===== src/rtl/txn_seq_pkg.sv =====
// Shared types for the two-ack transaction sequencer.
// State encoding and default timeout depth.
package txn_seq_pkg;

    typedef enum logic [2:0] {
        IDLE,
        ISSUE,
        WAIT,
        DONE,
        ABORT
    } state_t;

    localparam int TIMEOUT_DEF = 16;

endpackage


===== src/rtl/txn_seq_arbiter_rr_pick.sv =====
// Combinational round-robin selector.
// First set req at or above ptr, wrapping modulo NREQ.
module rr_pick
    import txn_seq_pkg::*;
#(
    parameter int NREQ = 4,
    parameter int IDW  = $clog2(NREQ)
) (
    input  logic [NREQ-1:0] req,
    input  logic [IDW-1:0]  ptr,
    output logic [NREQ-1:0] gnt,
    output logic [IDW-1:0]  id
);

    int             j;
    logic [IDW-1:0] idx;
    logic           found;

    // scan from ptr upward and take the first requester seen
    always_comb begin
        gnt   = '0;
        id    = '0;
        found = 1'b0;
        j     = 0;
        idx   = '0;
        for (int i = 0; i < NREQ; i++) begin
            j = int'(ptr) + i;
            if (j >= NREQ) j = j - NREQ;
            idx = IDW'(j);
            if (!found && req[idx]) begin
                found    = 1'b1;
                gnt[idx] = 1'b1;
                id       = idx;
            end
        end
    end

endmodule


===== src/rtl/txn_seq_arbiter.sv =====
// Round-robin owner of a two-acknowledge transaction resource.
// Optional WAIT timeout enabled by defining SEQ_TIMEOUT_EN.
module txn_seq_arbiter
    import txn_seq_pkg::*;
#(
    parameter  int NREQ    = 4,
    parameter  int TIMEOUT = TIMEOUT_DEF,
    localparam int IDW     = $clog2(NREQ)
) (
    input  logic            clk,
    input  logic            rst_n,
    input  logic [NREQ-1:0] req,
    output logic [NREQ-1:0] gnt,
    output logic [IDW-1:0]  gnt_id,
    output logic            start,
    input  logic            ack_a,
    input  logic            ack_b,
    output logic            done,
    output logic            err,
    output logic            busy
);

    if (NREQ < 2 || NREQ > 16 || TIMEOUT < 2) begin : g_bad_cfg
        $error("txn_seq_arbiter: NREQ must be 2..16, TIMEOUT >= 2");
    end

    state_t          state;
    state_t          nstate;
    logic [IDW-1:0]  ptr;
    logic [IDW-1:0]  next_ptr;
    logic [NREQ-1:0] pick_gnt;
    logic [IDW-1:0]  pick_id;
    logic            seen_a;
    logic            seen_b;
    logic            both;

    rr_pick #(
        .NREQ (NREQ),
        .IDW  (IDW)
    ) u_pick (
        .req (req),
        .ptr (ptr),
        .gnt (pick_gnt),
        .id  (pick_id)
    );

    assign both     = (seen_a | ack_a) & (seen_b | ack_b);
    assign next_ptr = (gnt_id == IDW'(NREQ - 1)) ? '0 : gnt_id + 1'b1;

`ifdef SEQ_TIMEOUT_EN
    localparam int TW = $clog2(TIMEOUT);

    logic [TW-1:0] timer;
    logic          expired;

    assign expired = (timer == TW'(TIMEOUT - 1));

    // WAIT cycle counter, restarted on every launch
    always_ff @(posedge clk or negedge rst_n) begin
        if (!rst_n) begin
            timer <= '0;
        end else if (state == ISSUE) begin
            timer <= '0;
        end else if (state == WAIT) begin
            timer <= timer + 1'b1;
        end
    end
`endif

    // next-state and Moore outputs
    always_comb begin
        nstate = state;
        start  = 1'b0;
        done   = 1'b0;
        err    = 1'b0;
        busy   = 1'b1;
        unique case (state)
            IDLE: begin
                busy = 1'b0;
                if (|req) nstate = ISSUE;
            end
            ISSUE: begin
                start  = 1'b1;
                nstate = WAIT;
            end
            WAIT: begin
                if (both) begin
                    nstate = DONE;
`ifdef SEQ_TIMEOUT_EN
                end else if (expired) begin
                    nstate = ABORT;
`endif
                end
            end
            DONE: begin
                done   = 1'b1;
                nstate = IDLE;
            end
            ABORT: begin
`ifdef SEQ_TIMEOUT_EN
                err    = 1'b1;
`endif
                nstate = IDLE;
            end
            default: nstate = IDLE;
        endcase
    end

    // state, grant, pointer and sticky ack flags
    always_ff @(posedge clk or negedge rst_n) begin
        if (!rst_n) begin
            state  <= IDLE;
            gnt    <= '0;
            gnt_id <= '0;
            ptr    <= '0;
            seen_a <= 1'b0;
            seen_b <= 1'b0;
        end else begin
            state <= nstate;
            unique case (state)
                IDLE: begin
                    if (|req) begin
                        gnt    <= pick_gnt;
                        gnt_id <= pick_id;
                    end
                end
                ISSUE: begin
                    seen_a <= 1'b0;
                    seen_b <= 1'b0;
                end
                WAIT: begin
                    seen_a <= seen_a | ack_a;
                    seen_b <= seen_b | ack_b;
                end
                DONE, ABORT: begin
                    gnt <= '0;
                    ptr <= next_ptr;
                end
                default: gnt <= '0;
            endcase
        end
    end

endmodule


===== config.mk =====
export PLATFORM = sky130hd
export DESIGN_NAME = txn_seq_arbiter
export DESIGN_NICKNAME = d
export VERILOG_FILES = /design/src/rtl/txn_seq_pkg.sv /design/src/rtl/txn_seq_arbiter_rr_pick.sv /design/src/rtl/txn_seq_arbiter.sv
export SDC_FILE = /design/constraint.sdc
export NUM_CORES = 1
export LEC_CHECK = 0
export ABC_AREA = 1
export CAP_MARGIN = 20
export CORE_MARGIN = 10
export CORE_UTILIZATION = 40
export CTS_CLUSTER_DIAMETER = 200
export CTS_CLUSTER_SIZE = 10
export DETAILED_ROUTE_END_ITERATION = 12
export PLACE_DENSITY = 0.6
export SLEW_MARGIN = 10
export SYNTH_ARGS = -nofsm -noshare
export SYNTH_HDL_FRONTEND = slang
export SYNTH_SLANG_ARGS = --single-unit

===== constraint.sdc =====
create_clock -name clk -period 2.05 [get_ports clk]
set_input_delay 0.41 -clock clk [delete_from_list [all_inputs] [get_ports clk]]
set_output_delay 0.41 -clock clk [all_outputs]
set_load 0.03 [all_outputs]

==> results.py, run 1 <==
metrics = {
    "cells_and_area": {
        "fin_area_um2": 1303,
        "nets": 186,
        "fillers": 255,
        "diodes": 0,
        "seq_area_um2": 300.3,
        "drive_gt1_frac": 0.1585,
        "fin_cells": 194,
        "multiInputGateArea_um2": 675.6,
        "syn_to_final_growth_pct": 22.76,
    },
    "floorplanning": {
        "die_x_um": 71.50,
        "start_util": 0.4244,
        "core_area_um2": 2500,
        "io_pins": 18,
        "rows": 18,
        "die_area_um2": 5112,
        "die_y_um": 71.50,
    },
    "sta": {
        "finalCritPeriodShare": 0.9319,
        "fin_crit_ns": 1.910,
        "slew_headroom": 0.6391,
        "clock_skew_ns": 0.004903,
        "tns_ns": 0,
        "setup_slack_ns": 0.1396,
        "rsz0062_at_grt": "false",
        "finalSetupViolations": 0,
        "finalHoldViolations": 0,
        "final_max_slew_viol_count": 0,
        "tightest_slew_ns": 0.5396,
        "timing.hold.ws_ns": 0.4829,
        "timing.fmax_mhz": 523.4,
    },
    "clock_tree": {
        "cts_max_level": 1,
        "insertion_delay_ns": 0.27,
        "cts_made_buffers": 3,
        "clkTransAtPathRegs_ns": 0.08,
        "clock-root-buffer": "clkbuf_4",
        "cts_buffer_depth": 2,
        "postCtsSetupRepairBufs": 0,
        "clkSinkCount": 12,
        "cts_tree": "yes",
    },
    "place": {
        "dp.cells": 190,
        "dp.final_hpwl_um": 1987,
        "dp_slack_ns": 0.1084,
        "place_area_um2": 1270,
        "gp_congestion": 0.8160,
        "io_buffers": 16,
    },
    "critical_path": {
        "r2r_slack_ns": 0.20,
        "cp-end-kind": "output port",
        "cp_num_buf_inv": 3,
        "r2r-end": "gnt_id[1]",
        "cp_data_required_time_ns": 1.64,
        "start_kind": "register",
        "path_delay_family": "buffers and inverters",
        "cpMaxStageDelayCell": "dfrtp_1",
        "r2r_start": "ptr[1]",
        "cp_slowest_stage_delay_ns": 0.42,
        "cp_max_fo": 5,
        "crit_top_cell": "inv_1",
        "cp_data_arrival_time_ns": 1.50,
        "path_cells": "inv_1 -> ha_1 -> inv_1 -> dlygate4sd2_1",
        "worstSetupPathType": "register to output port",
        "worstRegToRegCells": 10,
    },
    "drt": {
        "wl_per_cell_um": 12.73,
        "dr.pass1.iters": 4,
        "wl_um": 2470,
        "drc": 0,
        "dr.first_iter.drc_count": 37,
        "vias": 1000,
        "antenna_left": 0,
        "routed_via_density": 5.155,
    },
    "yosys": {
        "mappedNetlistArea_um2": 1061,
        "ys_top_cells_by_area": "dfrtp_1 28%, ha_1 15%, nand2_1 14%",
        "async_reset_ff_frac": 1.000,
        "synth_most_common_cell": "nand2_1",
        "synth_top_cell_by_area": "dfrtp_1",
        "synthFlopType": "dfrtp_1",
        "synth_edf_count": 0,
        "synthCells": 142,
        "synth_nets": 163,
        "ys_seq_elements": 12,
        "yosysWarnings": 0,
        "ys_types": 24,
        "synth_top_area_frac": 0.2830,
        "ys_seq_area_frac": 0.2830,
        "ys_top_cells_by_count": "39 x nand2_1, 13 x ha_1, 13 x nand3_1",
        "synth.avg_cell_area_um2": 7.472,
    },
    "pwr": {
        "vdd_drop_max_uv": 948.3,
        "cellPowerDensity_nw_per_um2": 1736,
        "p_leak_nw": 0.6682,
    },
    "flow_run": {
        "maxCapViolCount": 0,
    },
    "global_route": {
        "antenna_found_initial": 0,
        "grt_overflow": 0,
        "grt_max_degree": 13,
        "grt_use_total": 0.09919,
        "grt_pass1_wl_um": 4305,
        "grt_pass1_vias": 977,
    },
    "status": {
        "outcome": "complete, no violations",
    },
    "worst_hold_path": {
        "hp-class": "input port to async pin",
    },
}
==> layer usage <==
layer	GRT usage	part of all wire	routed length, µm
met1	0.1174	0.47	1161
met3	0.03994	0.055	135
met2	0.1657	0.47	1160
met4	0.01720	0.0049	12
met5	0	0	0
==> stage by stage <==
stage	power, mW	util
floorplan	1.659	-
global placement	2.067	0.5080
detailed placement	2.098	0.5080
CTS	2.277	0.5210
global route	2.489	0.5210
finish	2.261	0.5210
==> kinds of logic (layout without fill, tap and decap cells) <==
family / Yosys count / in the layout / synth area share
buffers and inverters: 16 / 38 / 0.08019
other: 1 / 1 / 0.003534
adders and majority gates: 13 / 13 / 0.1533
DFF: 12 / 12 / 0.2830
AOI/OAI and AO/OA: 17 / 17 / 0.09434
and+or+nand+nor: 83 / 83 / 0.3856
==> final cells by class <==
| cell class | instances | area share |
|---|---|---|
| well taps | 30 | 0.02882 |
| multi-input cells | 114 | 0.5187 |
| clock buffers | 4 | 0.02786 |
| flip-flops and latches | 12 | 0.2305 |
| inverters | 14 | 0.05091 |
| repair buffers | 20 | 0.1431 |
==> state kept, by name (all words and copies together), names as in the netlist <==
register,flops
state,2
ptr,2
seen_a,1
gnt_id,2
gnt,4
seen_b,1
==> where the power goes <==
group | leakage [nW] | switching [mW] | total, mW | internal [mW]
Combinational | 0.493 | 1.05 | 1.64 | 0.589
Clock | 0.0210 | 0.0804 | 0.188 | 0.108
Sequential | 0.154 | 0.0867 | 0.436 | 0.349
==> cell usage in the layout, fill, tap and decap left out, types with 4 or more instances in the layout <==
cell             instances
nand2_1                 39
o21ai_0                  5
buf_4                    4
nor2_1                  10
inv_1                   12
clkdlybuf4s50_1         13
a21oi_1                  6
ha_1                    13
nand2_2                 10
nand4_1                  4
a21boi_0                 4
nand3_1                 13
dfrtp_1                 12
==> worst register-to-register path, delay by kind of cell (launching register included) <==
kind / cells / cell delay, ns
AO/OA/AOI/OAI: 1 / 0.15
buffers and inverters: 2 / 0.30
AND/OR/NAND/NOR: 6 / 0.60
adder cells (fa/ha/maj): 1 / 0.36
flip-flops: 1 / 0.36
==> timing repair <==
action	4_1_cts	5_1_grt
endpoints found under the setup margin	3	0
gates resized for setup	3	0
hold buffers	0	0
==> how the worst max path moves through the flow <==
stage,to,cells after the start,from
2_1_floorplan,gnt_id[1],11,ptr[1]
3_3_place_gp,gnt_id[1],10,req[3]
3_5_place_dp,gnt_id[1],10,req[3]
4_1_cts,busy,4,state[0]
5_1_grt,gnt_id[1],10,ptr[1]
6_report,busy,4,state[0]
No activity file was read; power rests on OpenSTA's default activity.
==> inputs of run 2 (changes only) <==
--- a/config.mk
+++ b/config.mk
@@ -6,7 +6,6 @@
 export NUM_CORES = 1
 export LEC_CHECK = 0
 export ABC_AREA = 1
-export CAP_MARGIN = 20
 export CORE_MARGIN = 10
 export CORE_UTILIZATION = 40
 export CTS_CLUSTER_DIAMETER = 200
==> results of run 2 <==
The final DEF is identical to that of run 1; final timing and power are the same.
